## src/rtl/lamp_driver.sv

```systemverilog
// Traffic-lamp driver: phase strobes select the lamp pattern, with a watchdog that
// enters FAULT when strobes stop. Optional PWM dimming is compiled in with LAMP_PWM_EN.
module lamp_driver #(
  parameter int BLINK_DIV   = 500000,
  parameter int WDOG_CYCLES = 16000000
) (
  input  logic       clk,
  input  logic       rst,
  input  logic [2:0] phase,
  input  logic       phase_valid,
  input  logic       fault_clr,
  input  logic [7:0] duty,
  output logic       lamp_red,
  output logic       lamp_yellow,
  output logic       lamp_green,
  output logic       fault,
  output logic [1:0] state_dbg
);

  localparam logic [1:0] S_WAIT  = 2'd0;
  localparam logic [1:0] S_RUN   = 2'd1;
  localparam logic [1:0] S_FAULT = 2'd2;

  localparam int BW = (BLINK_DIV > 1) ? $clog2(BLINK_DIV + 1) : 1;
  localparam int WW = (WDOG_CYCLES > 1) ? $clog2(WDOG_CYCLES) : 1;
  localparam logic [BW-1:0] B_FULL  = BW'(BLINK_DIV);
  localparam logic [WW-1:0] WD_LAST = WW'(WDOG_CYCLES - 1);

  logic [1:0]    state_q, state_d;
  logic [2:0]    phase_q, phase_d;
  logic [WW-1:0] wd_q, wd_d;
  logic [BW-1:0] blink_cnt_q, blink_cnt_d;
  logic          blink_on_q, blink_on_d;
  logic          restart;
  logic          red_d, yel_d, grn_d;
  logic          pwm_on;

  assign state_dbg = state_q;

  always_comb begin
    state_d = state_q;
    phase_d = phase_q;
    wd_d    = wd_q;
    if (state_q == S_FAULT) begin
      if (fault_clr) state_d = S_WAIT;
    end else if (phase_valid) begin
      wd_d = '0;
      if (phase <= 3'd4) begin
        state_d = S_RUN;
        phase_d = phase;
      end else begin
        state_d = S_FAULT;
      end
    end else if (state_q == S_RUN) begin
      if (wd_q == WD_LAST) state_d = S_FAULT;
      else                 wd_d = wd_q + 1'b1;
    end
    if (state_d != S_RUN) wd_d = '0;
  end

  // The counter holds how many cycles of the current half have been shown, so the
  // entry cycle itself counts as the first of a full on-half.
  assign restart = ((state_d != S_RUN) && (state_d != state_q)) ||
                   ((state_d == S_RUN) && (phase_d == 3'd3) &&
                    !((state_q == S_RUN) && (phase_q == 3'd3)));

  always_comb begin
    blink_on_d  = blink_on_q;
    blink_cnt_d = blink_cnt_q + 1'b1;
    if (restart) begin
      blink_on_d  = 1'b1;
      blink_cnt_d = BW'(1);
    end else if (blink_cnt_q >= B_FULL) begin
      blink_on_d  = ~blink_on_q;
      blink_cnt_d = BW'(1);
    end
  end

  always_comb begin
    red_d = 1'b0;
    yel_d = blink_on_d;
    grn_d = 1'b0;
    if (state_d == S_RUN) begin
      red_d = (phase_d == 3'd0) || (phase_d == 3'd1);
      yel_d = (phase_d == 3'd1) || (phase_d == 3'd4);
      grn_d = (phase_d == 3'd2) || ((phase_d == 3'd3) && blink_on_d);
    end
  end

`ifdef LAMP_PWM_EN
  logic [7:0] pwm_cnt_q, duty_q;

  assign pwm_on = (pwm_cnt_q < duty_q);

  always_ff @(posedge clk or posedge rst) begin
    if (rst) begin
      pwm_cnt_q <= 8'd0;
      duty_q    <= 8'hFF;
    end else begin
      pwm_cnt_q <= pwm_cnt_q + 8'd1;
      if (pwm_cnt_q == 8'hFF) duty_q <= duty;
    end
  end
`else
  logic unused_duty;
  assign unused_duty = ^duty;
  assign pwm_on      = 1'b1;
`endif

  always_ff @(posedge clk or posedge rst) begin
    if (rst) begin
      state_q     <= S_WAIT;
      phase_q     <= 3'd0;
      wd_q        <= '0;
      blink_cnt_q <= '0;
      blink_on_q  <= 1'b1;
      lamp_red    <= 1'b0;
      lamp_yellow <= 1'b0;
      lamp_green  <= 1'b0;
      fault       <= 1'b0;
    end else begin
      state_q     <= state_d;
      phase_q     <= phase_d;
      wd_q        <= wd_d;
      blink_cnt_q <= blink_cnt_d;
      blink_on_q  <= blink_on_d;
      lamp_red    <= red_d & pwm_on;
      lamp_yellow <= yel_d & pwm_on;
      lamp_green  <= grn_d & pwm_on;
      fault       <= (state_d == S_FAULT);
    end
  end

endmodule
```

## config.mk

```make
export PLATFORM = sky130hd
export DESIGN_NAME = lamp_driver
export DESIGN_NICKNAME = d
export VERILOG_FILES = /design/src/rtl/lamp_driver.sv
export SDC_FILE = /design/constraint.sdc
export NUM_CORES = 1
export LEC_CHECK = 0
export ABC_AREA = 1
export BUFFER_PORTS_ARGS = -buffer_cell sky130_fd_sc_hd__buf_2
export CAP_MARGIN = 20
export CORE_ASPECT_RATIO = 1.25
export CORE_UTILIZATION = 40
export CTS_CLUSTER_DIAMETER = 60
export DETAILED_ROUTE_END_ITERATION = 10
export PLACE_DENSITY = 0.6
export SYNTH_ARGS = -nofsm -noshare
export SYNTH_HDL_FRONTEND = slang
export SYNTH_SLANG_ARGS = --single-unit
export TNS_END_PERCENT = 100
```

## constraint.sdc

```tcl
create_clock -name clk -period 1.7 [get_ports clk]
set_input_delay 0.255 -clock clk [delete_from_list [all_inputs] [get_ports clk]]
set_output_delay 0.255 -clock clk [all_outputs]
set_load 0.01 [all_outputs]
```

# Word level (Yosys, flattened, before mapping)
# Index checks and enable logic that the tools add are counted.
dict set report totals {
  reg_bits 53
  inputBits 15
  output_inout_bits 6
  word_cells 62
}
dict set report op_classes {
  addsub 2
  magnitude_cmp 2
  eq_ne 14
  mux 21
  n_bitwise 1
  reduce_logical 13
}
# cell count
set op_table {}
lappend op_table {{$mux W24} 5}
lappend op_table {{$mux W19} 2}
lappend op_table {{$add A24 B1 Y24 const B} 1}
lappend op_table {{$eq A24 B24 Y1 const B} 1}
lappend op_table {{$add A19 B1 Y19 const B} 1}
lappend op_table {{$ge A19 B19 Y1 const B} 1}
lappend op_table {{$mux W2} 6}
lappend op_table {{$eq A3 B2 Y1 const B} 3}
lappend op_table {{$mux W3} 3}
lappend op_table {{$logic_and A1 B1 Y1} 5}
lappend op_table {{$mux W1} 5}
lappend op_table {{$eq A2 B1 Y1 const B} 2}
lappend op_table {{$eq A2 B2 Y1 const B} 2}
lappend op_table {{$logic_or A1 B1 Y1} 4}
lappend op_table {{$ne A2 B1 Y1 const B} 2}
lappend op_table {{$eq A3 B1 Y1 const B} 1}
lappend op_table {{$eq A3 B3 Y1 const B} 1}
lappend op_table {{$le A3 B3 Y1 const B} 1}
lappend op_table {{$logic_not A3 Y1} 1}
lappend op_table {{$ne A3 B2 Y1 const B} 1}
lappend op_table {{$reduce_and A3 Y1} 1}
lappend op_table {{$reduce_bool A3 Y1} 1}
lappend op_table {{$ne A2 B2 Y1} 1}
lappend op_table {{$logic_not A1 Y1} 1}
lappend op_table {{$not A1 Y1} 1}

# Logic depth before layout (Yosys ltp)
dict set report depth {
  word_depth 13
  ltp_mapped 16
  ltp_nobuf 15
}

# Least setup slack after synthesis
# Ideal clock, no wire load.
dict set report synth_path {
  path_type {flip-flop to flip-flop}
  start {register wd_q[0]}
  end {register blink_cnt_q[0]}
  setup_ns 0.124
  arrival_time_ns 1.756
  required_time_ns 1.576
  setup_slack_ns -0.180
  stages_incl_launch_ff 12
  synth_period_minus_slack_ns 1.880
  path_cell_list {dfrtp_1 > ha_1 > nand2_1 > inv_2 > nand2_1 > nor2_2 > nand3_2 > nand2_2 > a21boi_4 > or2_1 > nand4_4 > or2_1}
}
dict set report synth_via {
  elab_chain_cells 10
  word_cells_on_any_way 13
}
# item line
set synth_rtl {}
lappend synth_rtl {{start, declared} 31} ;# logic [WW-1:0] wd_q, wd_d;
lappend synth_rtl {{start signal, assigned} 124} ;# wd_q <= wd_d;
lappend synth_rtl {{$eq A24 B24 Y1 *} 55} ;# if (wd_q == WD_LAST) state_d = S_FAULT;
lappend synth_rtl {{$mux W2 *} 55}
lappend synth_rtl {{$mux W2 *} 54} ;# end else if (state_q == S_RUN) begin
lappend synth_rtl {{$mux W2 *} 46} ;# end else if (phase_valid) begin
lappend synth_rtl {{$mux W2 *} 44} ;# if (state_q == S_FAULT) begin
lappend synth_rtl {{net state_d[0]} 29} ;# logic [1:0] state_q, state_d;
lappend synth_rtl {{$eq A2 B1 Y1} 64} ;# ((state_d == S_RUN) && (phase_d == 3'd3) &&
lappend synth_rtl {{$logic_and A1 B1 Y1 (2 in a row)} 64}
lappend synth_rtl {{$logic_or A1 B1 Y1 *} 63} ;# assign restart = ((state_d != S_RUN) && (state_d != state_q)) ||
lappend synth_rtl {{$mux W19 *} 70} ;# if (restart) begin
lappend synth_rtl {{net blink_cnt_d[0]} 32} ;# logic [BW-1:0] blink_cnt_q, blink_cnt_d;
lappend synth_rtl {{end signal, assigned} 125} ;# blink_cnt_q <= blink_cnt_d;
lappend synth_rtl {{end, declared} 32}
# Mark *: on every way through the listed nets, which the timed path passes. The rest lies on a longest branch.
# A chain may end at the register's enable or synchronous reset.

# Worst setup path after layout
dict set report layout_path {
  start {register wd_q[0]}
  end {register blink_cnt_q[10]}
}
# Same word-level chain as after synthesis.

==> results.md <==
- Area leader, netlist: dfrtp_1
- Clk_lat worst skew: ~0.3 ns
- Vias in the first global route: 2,575
- DP HPWL: 4.57 mm
- Htree depth: 2
- Largest cells by area after synthesis: dfrtp_1 (46%), nand2_1 (7.6%), nor2_1 (7.3%)
- Layout Skew: 0.0106 ns
- Dpl cell area: 0.00357 mm²
- YS warnings: 0
- CP Capture Type: flop
- 1st-iter DRT viols: 66
- Hold Path Cell Cnt: 5
- Violated checks: negative setup slack
- Hold path start: phase_valid
- Area delta synth->final: 39.6%
- Worst Setup Slack, final: -0.192 ns
- Die W: 77.0 µm
- Largest fanout on the critical path: 6
- FILL cells: 629
- Ports: 21
- CP max stage delay: about 0.4 ns
- Min-Delay Endpoint: wd_q[1]
- Total GRT Usage: 0.182
- CP Cell Sequence: ha_2 -> nand2_2 -> inv_2 -> nand2_4 -> nor2_4 -> nand3_2 -> nand2_2 -> a21boi_4 -> nand4_2 -> nand4_4 -> buf_4 -> nor2_2
- Register area share after synthesis: 0.472
- Distinct cells, synth: 36
- Largest delay share family, worst path: simple AND/OR/NAND/NOR gates
- Num CTS Buffers: 5
- Crit path time final: 1.89 ns
- Worst Max-Slew Pin Slew: 0.474 ns
- Initial Util: 0.421
- Synth top area share: 0.462
- Wire length per cell: 11.5 µm
- Worst path bufs/invs: 2
- FF-to-FF setup slack: -0.19 ns
- CTS sink cnt: 53
- Post-synthesis cell count: 342
- DRT Wirelength: 6.16 mm
- CTS clock-pin slew for the worst setup and hold paths: 0.09 ns
- Clock root buffer: clkbuf_8
- Die area: 0.00738 mm²
- Place WS: -0.210 ns
- Share of cells above drive strength 1: 0.412
- Worst Setup Start Kind: flop
- Worst reg2reg startpoint: wd_q[0]
- Pre-antenna DRT Iters: 4
- Post-synthesis xor/xnor area fraction: 0.0498
- Largest family of logic cells by synthesized area: simple AND/OR/NAND/NOR gates
- CP max-delay cell: dfrtp_1
- Post-synthesis mux area share: 0
- VDD IR-drop max: around 0.61 mV
- DIE HEIGHT: 95.8 µm
- Leakage: 1.81 nW
- Synthesized-area fraction occupied by and/or/nand/nor cells: 0.297
- Worst path required time: approximately 1.9 ns
- Final Slew Violations: 0
- Largest net degree at the start of global routing: 54
- Arrival time at the worst endpoint: ~2.1 ns
- Core box area: 0.00669 mm²
- Reg2reg path depth: 12
- First-pass GRT wire length: 10.7 mm
- Mapped Area: 0.00282 mm²
- Final setup violation count: 45
- Crit path top cell by count: nand2_2
- Final instance area: 0.00393 mm²
- Reg2reg end: blink_cnt_q[10]
- Final GP Congestion: 0.794
- Tightest Hold Check Type: input port to flop
- Vias: between 2,000 and 3,000
- Setup tns final: -5.41 ns
- Count of state elements after synthesis: 53
- Final worst-path cycle share: 1.11
- Mean post-synth cell area: 8.23 µm²
- PD cells: around 1000 mW/mm²
- Max-slew headroom: 0.681
- Commonest cells after routing, fill and taps aside: buf_4 (84), dfrtp_1 (52), nand2_1 (50)
- # DRC: 0
- Clock Path Buffers: 2
- Setup CP Type: flop to flop
- GRT overflow: 0
- Via density: between 4 and 5
- Achievable frequency: ~530 MHz
- Adder-cell share of the synthesized area: 0.0133
- Post-route ant nets: 0
- Fin nets: 464
- Compound-gate portion of the synthesized area: 0.0938
- Net Count, Synth: 360
- CTS tree: built
- Row count: 33
- Fin. Hold Viols: 0
- Buffers on Ports: 12
- RSZ-0062 raised after global routing: yes
- Ant. Diodes: 0
- Commonest non-fill, non-tap cell in the layout: buf_4
- Initial antenna violation count: 0
- Max_cap viols: 0
- Status: finished, violations left
[worst reg2reg max path, delay by kind of cell (launching register included)]
family,cells,cell delay [ns]
AOI/OAI and AO/OA,1,0.24
adders and majority gates,1,0.19
buffers and inverters,2,0.23
DFF,1,0.41
and+or+nand+nor,8,0.72
[registers in the layout, indices dropped and copies added (netlist names)]
signal       cells
lamp_red         1
lamp_green       1
wd_q            24
blink_cnt_q     19
blink_on_q       1
phase_q          3
state_dbg        2
lamp_yellow      1
fault            1
[metal layers]
metal	track usage	vias up	wire (µm)
met5	0	-	0
met1	0.197	1226	2630
met2	0.359	18	3370
met3	0.0284	6	94
met4	0.0629	0	63
li1	-	1302	-
[worst max path at each step]
stage / cells after the start / endpoint / slack [ns] / from
floorplan: 14 / wd_q[18] / -0.09 / wd_q[0]
global placement: 13 / blink_cnt_q[0] / -0.16 / wd_q[17]
detailed placement: 13 / wd_q[17] / -0.21 / wd_q[0]
CTS: 13 / wd_q[17] / -0.17 / wd_q[0]
global route: 14 / blink_cnt_q[10] / -0.33 / wd_q[0]
finish: 12 / blink_cnt_q[10] / -0.19 / wd_q[0]
[synth_stat cells, drive strengths merged]
cell,number
nand4,10
a31o,1
a31oi,4
o211ai,1
a211oi,1
buf,3
dfrtp,52
nand3,9
xor2,11
nor4,2
ha,3
nor3b,1
xnor2,5
or2,2
a21oi,16
inv,48
o21ai,17
nand2,61
o21a,2
nor3,21
nor2,70
a21boi,1
dfstp,1
[final cells by class]
cell class / instances / area (µm²) / area share
timing repair buffer: 100 / 743 / 0.189
clock buffer: 5 / 68.8 / 0.0175
inverter: 48 / 180 / 0.0458
sequential: 53 / 1330 / 0.338
tap: 87 / 109 / 0.0277
multi-input combinational: 238 / 1440 / 0.365
clock inverter: 3 / 65.1 / 0.0166
[what timing repair did]
item                                   CTS  global route
resized for setup                       16            26
pin swaps                                4            13
setup buffers                            5             3
setup endpoints to repair               44            48
endpoints found under the hold margin   35             0
hold buffers                             1             0
[through the flow]
step                power [mW]  std cells  hold WS, ns  utilization
finish                    4.03        534        0.355        0.588
global route              4.28        534        0.369        0.588
CTS                       4.01        531        0.352        0.570
detailed placement        2.90        517        0.333        0.534
global placement          2.88        517        0.328        0.534
floorplan                 2.34        342        0.409            -
[kinds of logic (layout without fill, tap and decap cells)]
family / after synthesis / in the layout
buf+inv: 51 / 156
simple gates: 176 / 176
xor+xnor: 16 / 16
fa+ha+maj: 3 / 3
flops: 53 / 53
compound gates: 43 / 43
[where the power goes]
part	leakage [nW]	switching (mW)	internal [mW]	total, mW
combinational	1.03	0.827	0.737	1.56
sequential	0.715	0.0732	1.39	1.46
clock	0.0681	0.416	0.585	1.00
total	1.81	1.32	2.71	4.03
No activity file was read; power rests on OpenSTA's default activity.
